--- src/rtl/cpu_pkg.sv ---
// Shared CPU-side constants: bus widths and the dispatcher port count.
package cpu_pkg;
    localparam int DATABUS_SIZE   = 16;
    localparam int ADDR_BUS_WIDTH = 16;
    localparam int NUM_PORTS      = 4;
    localparam int PORT_W         = $clog2(NUM_PORTS);

    function automatic logic [NUM_PORTS-1:0] port_onehot(input logic [PORT_W-1:0] idx);
        return NUM_PORTS'(1) << idx;
    endfunction
endpackage

--- src/rtl/demux_dispatch_if.sv ---
// Upstream stream plus the four per-port downstream channels of the dispatcher.
interface demux_dispatch_if #(
    parameter int DATA_W = cpu_pkg::DATABUS_SIZE,
    parameter int CNT_W  = 8
);
    logic              in_valid;
    logic              in_ready;
    logic [1:0]        in_dest;
    logic [DATA_W-1:0] in_data;
    logic [3:0]        out_valid;
    logic [3:0]        out_ready;
    logic [DATA_W-1:0] out_data0, out_data1, out_data2, out_data3;
    logic [CNT_W-1:0]  acc_cnt0, acc_cnt1, acc_cnt2, acc_cnt3;

    modport slave (
        input  in_valid, in_dest, in_data, out_ready,
        output in_ready, out_valid,
        output out_data0, out_data1, out_data2, out_data3,
        output acc_cnt0, acc_cnt1, acc_cnt2, acc_cnt3
    );

    modport master (
        output in_valid, in_dest, in_data, out_ready,
        input  in_ready, out_valid,
        input  out_data0, out_data1, out_data2, out_data3,
        input  acc_cnt0, acc_cnt1, acc_cnt2, acc_cnt3
    );
endinterface

--- src/rtl/dispatch_slot.sv ---
// Single-entry holding register for one output port, with its accept counter.
module dispatch_slot #(
    parameter int DATA_W = 16,
    parameter int CNT_W  = 8
) (
    input  logic              clk,
    input  logic              rst,
    input  logic              flush,
    input  logic              load,
    input  logic              drain,
    input  logic [DATA_W-1:0] load_data,
    output logic              valid,
    output logic [DATA_W-1:0] data,
    output logic [CNT_W-1:0]  cnt
);
    // Flush only drops the valid flag; payload stays put. Load beats drain so
    // a same-cycle drain-and-refill keeps the entry valid.
    always_ff @(posedge clk or posedge rst) begin
        if (rst) begin
            valid <= 1'b0;
            data  <= '0;
        end else if (flush) begin
            valid <= 1'b0;
        end else if (load) begin
            valid <= 1'b1;
            data  <= load_data;
        end else if (drain) begin
            valid <= 1'b0;
        end
    end

    always_ff @(posedge clk or posedge rst) begin
        if (rst)
            cnt <= '0;
        else if (load && !flush)
            cnt <= cnt + CNT_W'(1);
    end
endmodule

--- src/rtl/demux_dispatch.sv ---
// One-to-four dispatcher: routes each accepted word into a per-port holding slot.
module demux_dispatch
    import cpu_pkg::*;
#(
    parameter int DATA_W = DATABUS_SIZE,
    parameter int CNT_W  = 8
) (
    input  logic              clk,
    input  logic              rst,
    input  logic              flush,
    demux_dispatch_if.slave   bus
);
    logic [NUM_PORTS-1:0]             load;
    logic [NUM_PORTS-1:0]             drain;
    logic [NUM_PORTS-1:0]             valid;
    logic [NUM_PORTS-1:0][DATA_W-1:0] data;
    logic [NUM_PORTS-1:0][CNT_W-1:0]  cnt;
    logic                             accept;

    // Ready only looks at the addressed port, so a stalled port never blocks others.
    assign bus.in_ready = !flush && (!valid[bus.in_dest] || bus.out_ready[bus.in_dest]);
    assign accept       = bus.in_valid && bus.in_ready;
    assign load         = accept ? port_onehot(bus.in_dest) : '0;
    assign drain        = valid & bus.out_ready;

    generate
        for (genvar g = 0; g < NUM_PORTS; g++) begin : g_slot
            dispatch_slot #(.DATA_W(DATA_W), .CNT_W(CNT_W)) u_slot (
                .clk       (clk),
                .rst       (rst),
                .flush     (flush),
                .load      (load[g]),
                .drain     (drain[g]),
                .load_data (bus.in_data),
                .valid     (valid[g]),
                .data      (data[g]),
                .cnt       (cnt[g])
            );
        end
    endgenerate

    assign bus.out_valid = valid;
    assign bus.out_data0 = data[0];
    assign bus.out_data1 = data[1];
    assign bus.out_data2 = data[2];
    assign bus.out_data3 = data[3];
    assign bus.acc_cnt0  = cnt[0];
    assign bus.acc_cnt1  = cnt[1];
    assign bus.acc_cnt2  = cnt[2];
    assign bus.acc_cnt3  = cnt[3];
endmodule
--- src/flat_wrapper.sv ---
// flat-port wrapper written by rule: the top's interface ports become plain ports
module demux_dispatch_flat import cpu_pkg::*;
#(
    parameter int DATA_W = DATABUS_SIZE,
    parameter int CNT_W  = 8
)
  (clk, rst, flush, bus_in_valid, bus_in_dest, bus_in_data, bus_out_ready, bus_in_ready, bus_out_valid, bus_out_data0, bus_out_data1, bus_out_data2, bus_out_data3, bus_acc_cnt0, bus_acc_cnt1, bus_acc_cnt2, bus_acc_cnt3);
  demux_dispatch_if #(.DATA_W(DATA_W), .CNT_W(CNT_W)) bus_i ();
  input  logic clk;
  input  logic rst;
  input  logic flush;
  input wire logic [$bits(bus_i.in_valid)-1:0] bus_in_valid;
  input wire logic [$bits(bus_i.in_dest)-1:0] bus_in_dest;
  input wire logic [$bits(bus_i.in_data)-1:0] bus_in_data;
  input wire logic [$bits(bus_i.out_ready)-1:0] bus_out_ready;
  output wire logic [$bits(bus_i.in_ready)-1:0] bus_in_ready;
  output wire logic [$bits(bus_i.out_valid)-1:0] bus_out_valid;
  output wire logic [$bits(bus_i.out_data0)-1:0] bus_out_data0;
  output wire logic [$bits(bus_i.out_data1)-1:0] bus_out_data1;
  output wire logic [$bits(bus_i.out_data2)-1:0] bus_out_data2;
  output wire logic [$bits(bus_i.out_data3)-1:0] bus_out_data3;
  output wire logic [$bits(bus_i.acc_cnt0)-1:0] bus_acc_cnt0;
  output wire logic [$bits(bus_i.acc_cnt1)-1:0] bus_acc_cnt1;
  output wire logic [$bits(bus_i.acc_cnt2)-1:0] bus_acc_cnt2;
  output wire logic [$bits(bus_i.acc_cnt3)-1:0] bus_acc_cnt3;
  assign bus_i.in_valid = bus_in_valid;
  assign bus_i.in_dest = bus_in_dest;
  assign bus_i.in_data = bus_in_data;
  assign bus_i.out_ready = bus_out_ready;
  assign bus_in_ready = bus_i.in_ready;
  assign bus_out_valid = bus_i.out_valid;
  assign bus_out_data0 = bus_i.out_data0;
  assign bus_out_data1 = bus_i.out_data1;
  assign bus_out_data2 = bus_i.out_data2;
  assign bus_out_data3 = bus_i.out_data3;
  assign bus_acc_cnt0 = bus_i.acc_cnt0;
  assign bus_acc_cnt1 = bus_i.acc_cnt1;
  assign bus_acc_cnt2 = bus_i.acc_cnt2;
  assign bus_acc_cnt3 = bus_i.acc_cnt3;
  demux_dispatch #(.DATA_W(DATA_W), .CNT_W(CNT_W)) u_core (.clk(clk), .rst(rst), .flush(flush), .bus(bus_i));
endmodule
--- config.mk ---
export PLATFORM = sky130hd
export DESIGN_NAME = demux_dispatch_flat
export DESIGN_NICKNAME = d
export VERILOG_FILES = /design/src/rtl/cpu_pkg.sv /design/src/rtl/demux_dispatch_if.sv /design/src/rtl/dispatch_slot.sv /design/src/rtl/demux_dispatch.sv /design/src/flat_wrapper.sv
export SDC_FILE = /design/constraint.sdc
export NUM_CORES = 1
export LEC_CHECK = 0
export CAP_MARGIN = 40
export CORE_ASPECT_RATIO = 1.25
export CORE_MARGIN = 4
export CORE_UTILIZATION = 50
export CTS_CLUSTER_DIAMETER = 150
export DETAILED_ROUTE_END_ITERATION = 10
export GPL_ROUTABILITY_DRIVEN = 0
export PLACE_DENSITY = 0.95
export SETUP_SLACK_MARGIN = 0.5
export SLEW_MARGIN = 20
export SYNTH_ARGS = -nofsm -noshare
export SYNTH_HDL_FRONTEND = slang
export SYNTH_SLANG_ARGS = --single-unit
--- constraint.sdc ---
create_clock -name clk -period 6.1 [get_ports clk]
set_clock_uncertainty 0.05 [all_clocks]
set_input_delay 0.915 -clock clk [delete_from_list [all_inputs] [get_ports clk]]
set_output_delay 0.915 -clock clk [all_outputs]
set_load 0.01 [all_outputs]
==> results of run 1 <==
-- through the flow --
step,utilization [%],cell area (um^2),std cells,power (uW)
finish,71.4,5590,577,1870
global route,71.4,5590,577,1970
CTS,71.0,5570,575,1890
detailed placement,68.7,5380,559,1490
global placement,68.7,5380,559,1460
floorplan,-,4060,350,1130
-- power by group --
part | switching [uW] | leakage, uW | total, uW | internal [uW]
clock | 229 | 0.0000933 | 393 | 163
combinational | 226 | 0.00119 | 562 | 336
sequential | 117 | 0.00127 | 913 | 796
total | 572 | 0.00255 | 1870 | 1300
-- cells by family after synthesis --
group | after synthesis | synth area share [%]
compound gates | 6 | 0.985
fa+ha+maj | 4 | 1.23
simple gates | 157 | 17.6
flops | 100 | 61.6
xor+xnor | 28 | 6.03
mux | 35 | 9.67
buf+inv | 20 | 2.92
-- cell usage after synthesis --
| cell | count | area (um^2) |
|---|---|---|
| nor3_1 | 2 | 10.0 |
| and3_1 | 4 | 25.0 |
| a21o_1 | 2 | 15.0 |
| nor3_4 | 1 | 16.3 |
| inv_1 | 3 | 11.3 |
| dfrtp_1 | 100 | 2500 |
| nand3_1 | 10 | 50.1 |
| and2_1 | 4 | 25.0 |
| nor4_1 | 1 | 6.26 |
| xor2_1 | 5 | 43.8 |
| nor2_1 | 3 | 11.3 |
| nor2b_1 | 5 | 31.3 |
| ha_1 | 4 | 50.1 |
| o21ai_0 | 2 | 10.0 |
| mux2_2 | 34 | 383 |
| mux2i_1 | 1 | 10.0 |
| and4_1 | 3 | 26.3 |
| clkbuf_1 | 5 | 18.8 |
| buf_4 | 4 | 30.0 |
| a21oi_1 | 1 | 5.00 |
| buf_2 | 5 | 25.0 |
| nand2b_1 | 2 | 12.5 |
| a221o_1 | 1 | 10.0 |
| and3b_1 | 1 | 8.76 |
| or3b_4 | 1 | 11.3 |
| buf_6 | 3 | 33.8 |
| xnor2_1 | 23 | 201 |
| nand4_1 | 11 | 68.8 |
| or3_1 | 1 | 6.26 |
| nand2_1 | 108 | 405 |
-- worst register-to-register path: stages, from the launching register on --
cell     delay [ns]
dfrtp_1        0.39
nor2b_1        0.17
and3b_1        0.64
buf_4          0.36
mux2_2         0.37
-- state kept, by name (all words and copies together) (netlist names) --
signal,count
u_core.g_slot.u_slot.data,64
u_core.g_slot.u_slot.cnt,32
u_core.g_slot.u_slot.valid,4
-- path summary, 6_finish.rpt --
kind,slack (ns),to,from
min in group asynchronous,0.85,u_core.g_slot[1].u_slot.cnt[7],rst
min reg2reg,0.43,u_core.g_slot[3].u_slot.cnt[7],u_core.g_slot[3].u_slot.cnt[7]
max in group asynchronous,4.19,u_core.g_slot[2].u_slot.data[3],rst
max,2.42,bus_in_ready,bus_in_dest[1]
min,0.43,u_core.g_slot[3].u_slot.cnt[7],u_core.g_slot[3].u_slot.cnt[7]
max reg2reg,4.02,u_core.g_slot[1].u_slot.data[6],u_core.g_slot[1].u_slot.valid
-- final cells by class --
class	count	area [um^2]	area share, %
tap	95	119	2.12
sequential	100	2500	44.7
clock buffer	10	138	2.46
inverter	3	13.8	0.246
multi-input combinational	230	1450	25.9
clock inverter	6	47.5	0.850
timing repair buffer	133	1330	23.7
-- per-layer routing --
metal	up-vias	track usage [%]
met1	1546	24.4
met5	-	0
met2	91	37.8
li1	1399	-
met4	0	6.37
met3	11	5.59
-- layout by cell type, fill, tap and decap left out, drive strengths merged, types with 2 or more instances in the layout --
master	n
clkdlybuf4s50	126
nand2	108
dfrtp	100
mux2	34
xnor2	23
nand4	11
nand3	10
clkbuf	10
buf	7
nor2b	5
xor2	5
inv	5
and2	4
and3	4
ha	4
and4	3
nor2	3
clkinv	3
nor3	3
nand2b	2
o21ai	2
a21o	2
==> flow_summary.toml, run 1 <==
[die]
die-area_um2 = 9640
pin_count = 127
die_y_um = 109
rows = 36
core_area_um2 = 7840
die_w_um = 88.6
start_util_pct = 51.9

[sta]
rsz0062_at_grt = "false"
layout_min_cycle_time_ns = 3.68
slew-limit-headroom_pct = 43.0
setup_viol = 0
period_share_pct = 60.4
final_max_slew_viol_count = 0
tightest_slew_ns = 0.855
hold_viol_final = 0
fin_worst_hold_slack_ns = 0.429
finalSetupTns_ns = 0
fmax_mhz = 271
fin_ws_ns = 2.42

[worst_hold_path]
hold_depth = 1
hp-class = "register to register"

[power_and_ir_drop]
leakagePower_uw = 0.00255
peakVddDrop_v = 0.000208
p_per_area_nw_per_um2 = 334

[clocking]
post-cts-setup-buffer-count = 0
clk_pin_slew_worst_paths_ns = 0.10
cts_buffers = 9
clk_path_buf_depth = 2
postCtsHoldBufs = 0
clock_sinks = 100
cts-resized-gates = 0
h-tree-depth = 3
ctsRootBufferMaster = "clkbuf_8"
cts_tree = "built"
insertion_delay_ns = 0.35

[grt]
grt-ovfl-total = 0
grtUsageTotal_pct = 21.1
grt_max_degree = 68
grt_pass1_wl_mm = 15.7
antenna_found_initial = 0
grt_pass1_vias = 3192

[drt]
wl_met1_mm = 3.92
top_layer = "met4"
antenna_left = 0
first_pass_iters = 5
post-route-drc-count = 0
wl_met2_mm = 5.42
vias = 3047
via_per_inst = 5.28
dr_wl_met3_um = 580
drt-initial-drc-count = 120
wl_mm = 10.0
post_drt_wl_per_cell_um = 17.4

[setup_path]
critical_path_depth = 5
worstSetupStartpointType = "primary input"
critPathMostFrequentCell = "clkdlybuf4s50_1"
path_max_fanout = 7
cp_slowest_cell = "clkdlybuf4s50_1"
crit_chain = "clkdlybuf4s50_1 -> nor2b_1 -> a221o_1 -> a21oi_1 -> clkdlybuf4s50_1"
cp.arrival_ns = 2.72
critPathBufInv = 2
cpPeakStageDelay_ns = 0.63
path_class = "primary input to primary output"
reg2reg_depth = 4
cp.required_ns = 5.13
cp-end-kind = "primary output"
cp_top_family = "buffers and inverters"

[layout]
drive_gt1_share_pct = 12.7
fillCellCount = 588
layout.nets = 507
antenna_cells = 0
area_growth_pct = 37.7

[status]
outcome = "finished, final reports clean"

[logic_synthesis]
syn_inst = 350
ys_seq_elements = 100
seq_area_frac_synth_pct = 61.6
avgSynthCellArea_um2 = 11.6
yosysWarnings = 0
syn_area_um2 = 4060
synth_cell_types = 30
syn_nets = 380

[job]
maxCapViolCount = 0

[placement]
io_buffer_count = 126
post-dp-hpwl_mm = 7.39
dp_slack_ns = 2.43
Note: power is estimated with default switching activity, not from simulation.
==> run 2: changes to the inputs <==
CORE_UTILIZATION = 42   (was 50)
PLACE_DENSITY = 0.86   (was 0.95)
clock period = 3.24 ns   (was 6.1 ns; I/O delays follow)
==> run 2 against run 1 <==
Via count is 0.92% lower. Worst hold slack got worse by 0.010 ns. Setup slack got worse by 1.8 ns. Global-route usage down 2.6 points. Die area up 17%. Routed wire length barely moved. Register-to-register slack worse by 2.6 ns. Clock power increased to 2.7 times the previous value. Core utilization down 9.4 points.
==> flow_summary.toml, run 2 (synthesis gave the netlist of run 1 again) <==
[setup_path]
crit_start = "bus_out_ready[1]"
path_max_fanout = 3
r2r-start = "u_core.g_slot[3].u_slot.valid"
crit_end = "bus_in_ready"
cp.required_ns = 2.70
worstSetupStartpointType = "primary input"
reg2reg_depth = 4
path_class = "primary input to primary output"
cp-end-kind = "primary output"
r2r_slack_ns = 1.45
cp.arrival_ns = 2.07
r2r_end = "u_core.g_slot[3].u_slot.cnt[0]"

[clocking]
clock_sinks = 100
post-cts-setup-buffer-count = 0
clk_path_buf_depth = 2
cts_tree = "built"
cts-resized-gates = 2
ctsRootBufferMaster = "clkbuf_16"
cts_buffers = 9
clk_pin_slew_worst_paths_ns = 0.07
h-tree-depth = 3
insertion_delay_ns = 0.34
postCtsHoldBufs = 0

[drt]
drt-initial-drc-count = 99
via_per_inst = 4.98
wl_mm = 10.0
antenna_left = 0
vias = 3019
post_drt_wl_per_cell_um = 16.6
first_pass_iters = 4
post-route-drc-count = 0

[sta]
slew-limit-headroom_pct = 49.0
rsz0062_at_grt = "false"
fin_ws_ns = 0.632
hold_viol_final = 0
fmax_mhz = 383
finalSetupTns_ns = 0
fin_worst_hold_slack_ns = 0.419
setup_viol = 0
final_max_slew_viol_count = 0
tightest_slew_ns = 0.765
layout_min_cycle_time_ns = 2.61
period_share_pct = 80.5

[power_and_ir_drop]
leakagePower_uw = 0.00260
peakVddDrop_v = 0.000371
p_per_area_nw_per_um2 = 665

[grt]
grt-ovfl-total = 0
antenna_found_initial = 0
grt_use_met1_pct = 23.4
grt_pass1_wl_mm = 16.4
grtUsageTotal_pct = 18.6
met2_usage_pct = 29.9
grt_max_degree = 101
busiest_layer = "met2"
grt_use_met3_pct = 4.54
grt_pass1_vias = 3233

[die]
core_area_um2 = 9270
rows = 39
start_util_pct = 43.8
die-area_um2 = 11300
die_y_um = 118
die_w_um = 96.0
pin_count = 127

[layout]
fillCellCount = 746
drive_gt1_share_pct = 12.6
mostFrequentLayoutCells = "clkdlybuf4s50_1, nand2_1, dfrtp_1"
largest_reg_flops = 64
antenna_cells = 0
area_growth_pct = 41.3
final_common_cell = "clkdlybuf4s50_1"
layout.nets = 508
top_regs = "u_core.g_slot.u_slot.data: 64 flops, u_core.g_slot.u_slot.cnt: 32 flops, u_core.g_slot.u_slot.valid: 4 flops"
largest-register = "u_core.g_slot.u_slot.data"

[placement]
dp_slack_ns = 0.426
post-dp-hpwl_mm = 7.07
io_buffer_count = 126

[worst_hold_path]
hp-class = "register to register"

[status]
outcome = "finished, final reports clean"

[job]
maxCapViolCount = 0
-- run 2: cell count changes in the layout (fill, tap and decap cells not counted), sizes merged --
cell / delta
clkdlybuf4s50: -2
clkinv: -1
clkinvlp: +2
inv: -2
dlygate4sd2: +2
bufinv: +1
buf: +1
-- run 2: layer usage --
| metal | routed length [um] | share of wire, % |
|---|---|---|
| met5 | 0 | 0 |
| met4 | 223 | 2.2 |
| met3 | 635 | 6.3 |
| met2 | 5010 | 50 |
| met1 | 4160 | 41 |
-- run 2: worst min path at each step --
stage                                           startpoint                          endpoint  slack (ns)  depth (start not counted)
after CTS                   u_core.g_slot[3].u_slot.cnt[7]    u_core.g_slot[3].u_slot.cnt[7]        0.42                          1
after global routing        u_core.g_slot[3].u_slot.cnt[7]    u_core.g_slot[3].u_slot.cnt[7]        0.44                          1
after global placement    u_core.g_slot[3].u_slot.data[12]  u_core.g_slot[3].u_slot.data[12]        0.41                          2
final                       u_core.g_slot[3].u_slot.cnt[7]    u_core.g_slot[3].u_slot.cnt[7]        0.42                          1
after floorplan             u_core.g_slot[3].u_slot.cnt[7]    u_core.g_slot[3].u_slot.cnt[7]        0.45                          1
after detailed placement    u_core.g_slot[3].u_slot.cnt[7]    u_core.g_slot[3].u_slot.cnt[7]        0.41                          1
-- run 2: final cells by class --
type	count	area (um^2)	share of cell area (%)
Sequential cell	100	2500	43.6
Clock inverter	6	63.8	1.11
Tap cell	123	154	2.68
Timing Repair Buffer	134	1330	23.2
Multi-Input combinational cell	230	1450	25.2
Inverter	3	15.0	0.261
Clock buffer	10	229	3.99
-- run 2: per-stage QoR --
stage                     power (uW)  instance area [um^2]  util, %  instances
after floorplan                 2120                  4070        -        350
after global placement          2760                  5450     58.8        590
after detailed placement        2810                  5450     58.8        590
after CTS                       3860                  5740     61.9        606
after global routing            4030                  5740     61.9        606
final                           3820                  5740     61.9        606
-- run 2: worst max-delay path, cell delays in order --
cell and delay [ns]:
clkdlybuf4s50_1 0.46, nor2b_1 0.09, a221o_1 0.33, a21oi_1 0.14, clkdlybuf4s50_1 0.56
-- run 2: power breakdown --
group / internal (uW) / switching, uW / total [uW]
logic: 631 / 425 / 1060
clock network: 599 / 451 / 1050
registers: 1500 / 211 / 1710
==> run 3: changes to the inputs <==
CORE_UTILIZATION = 46   (was 42)
PLACE_DENSITY = 0.89   (was 0.86)
clock period = 2.52 ns   (was 3.24 ns; I/O delays follow)
==> run 3 against run 2 <==
Sequential share of layout area rose by 0.27 points. Combinational power rose by 28%. Power is 19% higher. Non-clock buffer count up 8. Final cell count grew 0.83%. Setup slack worse by 0.094 ns. Critical path depth unchanged. Design area is 0.61% lower. Critical endpoint is now u_core.g_slot[0].u_slot.data[3].
==> flow_summary.toml, run 3 (synthesis gave the netlist of run 1 again) <==
[status]
outcome = "finished, final reports clean"

[layout]
area_growth_pct = 40.5
mostFrequentLayoutCells = "clkdlybuf4s50_1, nand2_1, dfrtp_1"
drive_gt1_share_pct = 14.7
top_regs = "u_core.g_slot.u_slot.data: 64 flops, u_core.g_slot.u_slot.cnt: 32 flops, u_core.g_slot.u_slot.valid: 4 flops"
utilization_pct = 66.0
fillCellCount = 676
largest_reg_flops = 64
final_common_cell = "clkdlybuf4s50_1"
antenna_cells = 0
layout.nets = 516
final_cells = 611
largest-register = "u_core.g_slot.u_slot.data"

[sta]
fmax_mhz = 504
slew-limit-headroom_pct = 65.3
setup_viol = 0
rsz0062_at_grt = "false"
fin_worst_hold_slack_ns = 0.430
hold_viol_final = 0
layout_min_cycle_time_ns = 1.98
tightest_slew_ns = 0.521
period_share_pct = 78.7
finalSetupTns_ns = 0
final_max_slew_viol_count = 0

[placement]
post-dp-hpwl_mm = 7.36
io_buffer_count = 126
dp.cells = 594

[clocking]
clk_pin_slew_worst_paths_ns = 0.09
h-tree-depth = 3
cts_tree = "built"
clock_sinks = 100
insertion_delay_ns = 0.34
ctsRootBufferMaster = "clkbuf_8"
clk_path_buf_depth = 2
postCtsHoldBufs = 0
cts_buffers = 9

[worst_hold_path]
min_from = "u_core.g_slot[2].u_slot.data[2]"
hp-class = "register to register"
hold_depth = 2
hold_path_end = "u_core.g_slot[2].u_slot.data[2]"

[drt]
wl_mm = 9.82
vias = 3039
first_pass_iters = 4
drt-initial-drc-count = 118
post-route-drc-count = 0
antenna_left = 0
via_per_inst = 4.97
post_drt_wl_per_cell_um = 16.1

[setup_path]
cp_slowest_cell = "clkdlybuf4s50_1"
critPathBufInv = 2
worstSetupStartpointType = "primary input"
reg2reg_depth = 4
cp_top_family = "buffers and inverters"
cp-end-kind = "register"
crit_chain = "clkdlybuf4s50_1 -> or3b_4 -> nor3_4 -> buf_4 -> mux2_2"
r2r_slack_ns = 0.93
cp.required_ns = 2.70
r2r_end = "u_core.g_slot[1].u_slot.data[2]"
cpPeakStageDelay_ns = 0.51
path_max_fanout = 14
cp.arrival_ns = 2.16
r2r-start = "u_core.g_slot[1].u_slot.valid"
path_class = "primary input to register"

[job]
maxCapViolCount = 0

[power_and_ir_drop]
p_per_area_nw_per_um2 = 798
peakVddDrop_v = 0.000611
leakagePower_uw = 0.00262

[die]
start_util_pct = 47.0
die_y_um = 113
die-area_um2 = 10400
die_w_um = 92.1
rows = 38
core_area_um2 = 8650
pin_count = 127

[grt]
grtUsageTotal_pct = 19.4
grt_pass1_vias = 3150
antenna_found_initial = 0
grt_max_degree = 101
grt_pass1_wl_mm = 16.1
grt-ovfl-total = 0
[run 3: per-layer routing]
| layer | global-route usage, % | vias up | wire, um |
|---|---|---|---|
| li1 | - | 1418 | - |
| met2 | 32.3 | 111 | 5030 |
| met3 | 5.39 | 6 | 641 |
| met5 | 0 | - | 0 |
| met4 | 5.75 | 0 | 90 |
| met1 | 25.0 | 1504 | 4050 |
[run 3: worst max path at each step]
stage / start / endpoint / slack (ns) / cells after the start
detailed placement: bus_in_dest[1] / bus_in_ready / 0.09 / 5
floorplan: flush / u_core.g_slot[0].u_slot.data[10] / 0.73 / 4
global route: bus_out_ready[0] / bus_in_ready / 0.51 / 5
finish: flush / u_core.g_slot[0].u_slot.data[3] / 0.54 / 5
CTS: bus_in_dest[0] / bus_in_ready / 0.50 / 5
global placement: bus_in_dest[1] / bus_in_ready / 0.11 / 5
[run 3: timing repair]
action	in CTS	in global routing
setup buffers	0	1
gates resized for setup	4	4
setup endpoints to repair	1	18
[run 3: cell type report]
| type | count | area (um^2) | area share (%) |
|---|---|---|---|
| clock buffer | 10 | 128 | 2.24 |
| clock inverter | 6 | 62.6 | 1.10 |
| inverter | 3 | 15.0 | 0.263 |
| multi-input combinational | 230 | 1460 | 25.5 |
| sequential | 100 | 2500 | 43.8 |
| tap | 120 | 150 | 2.63 |
| timing repair buffer | 142 | 1390 | 24.4 |
[run 3: worst reg2reg max path, cell delays in order, from the launching register on]
cell and delay (ns):
dfrtp_1 0.38, nor2b_1 0.17, and3b_1 0.27, buf_4 0.23, mux2_2 0.37
[run 3: through the flow]
step | total power, uW | setup slack (ns) | area [um^2]
2_1_floorplan | 2730 | 0.734 | 4070
3_3_place_gp | 3550 | 0.113 | 5500
3_5_place_dp | 3610 | 0.0928 | 5500
4_1_cts | 4600 | 0.501 | 5690
5_1_grt | 4800 | 0.509 | 5710
6_report | 4550 | 0.537 | 5710
[run 3: report_power, final]
part           internal (uW)  leakage [uW]  total [uW]  switching [uW]
clock                    462      0.000101         992             530
sequential              1930       0.00127        2200             271
combinational            817       0.00125        1360             546
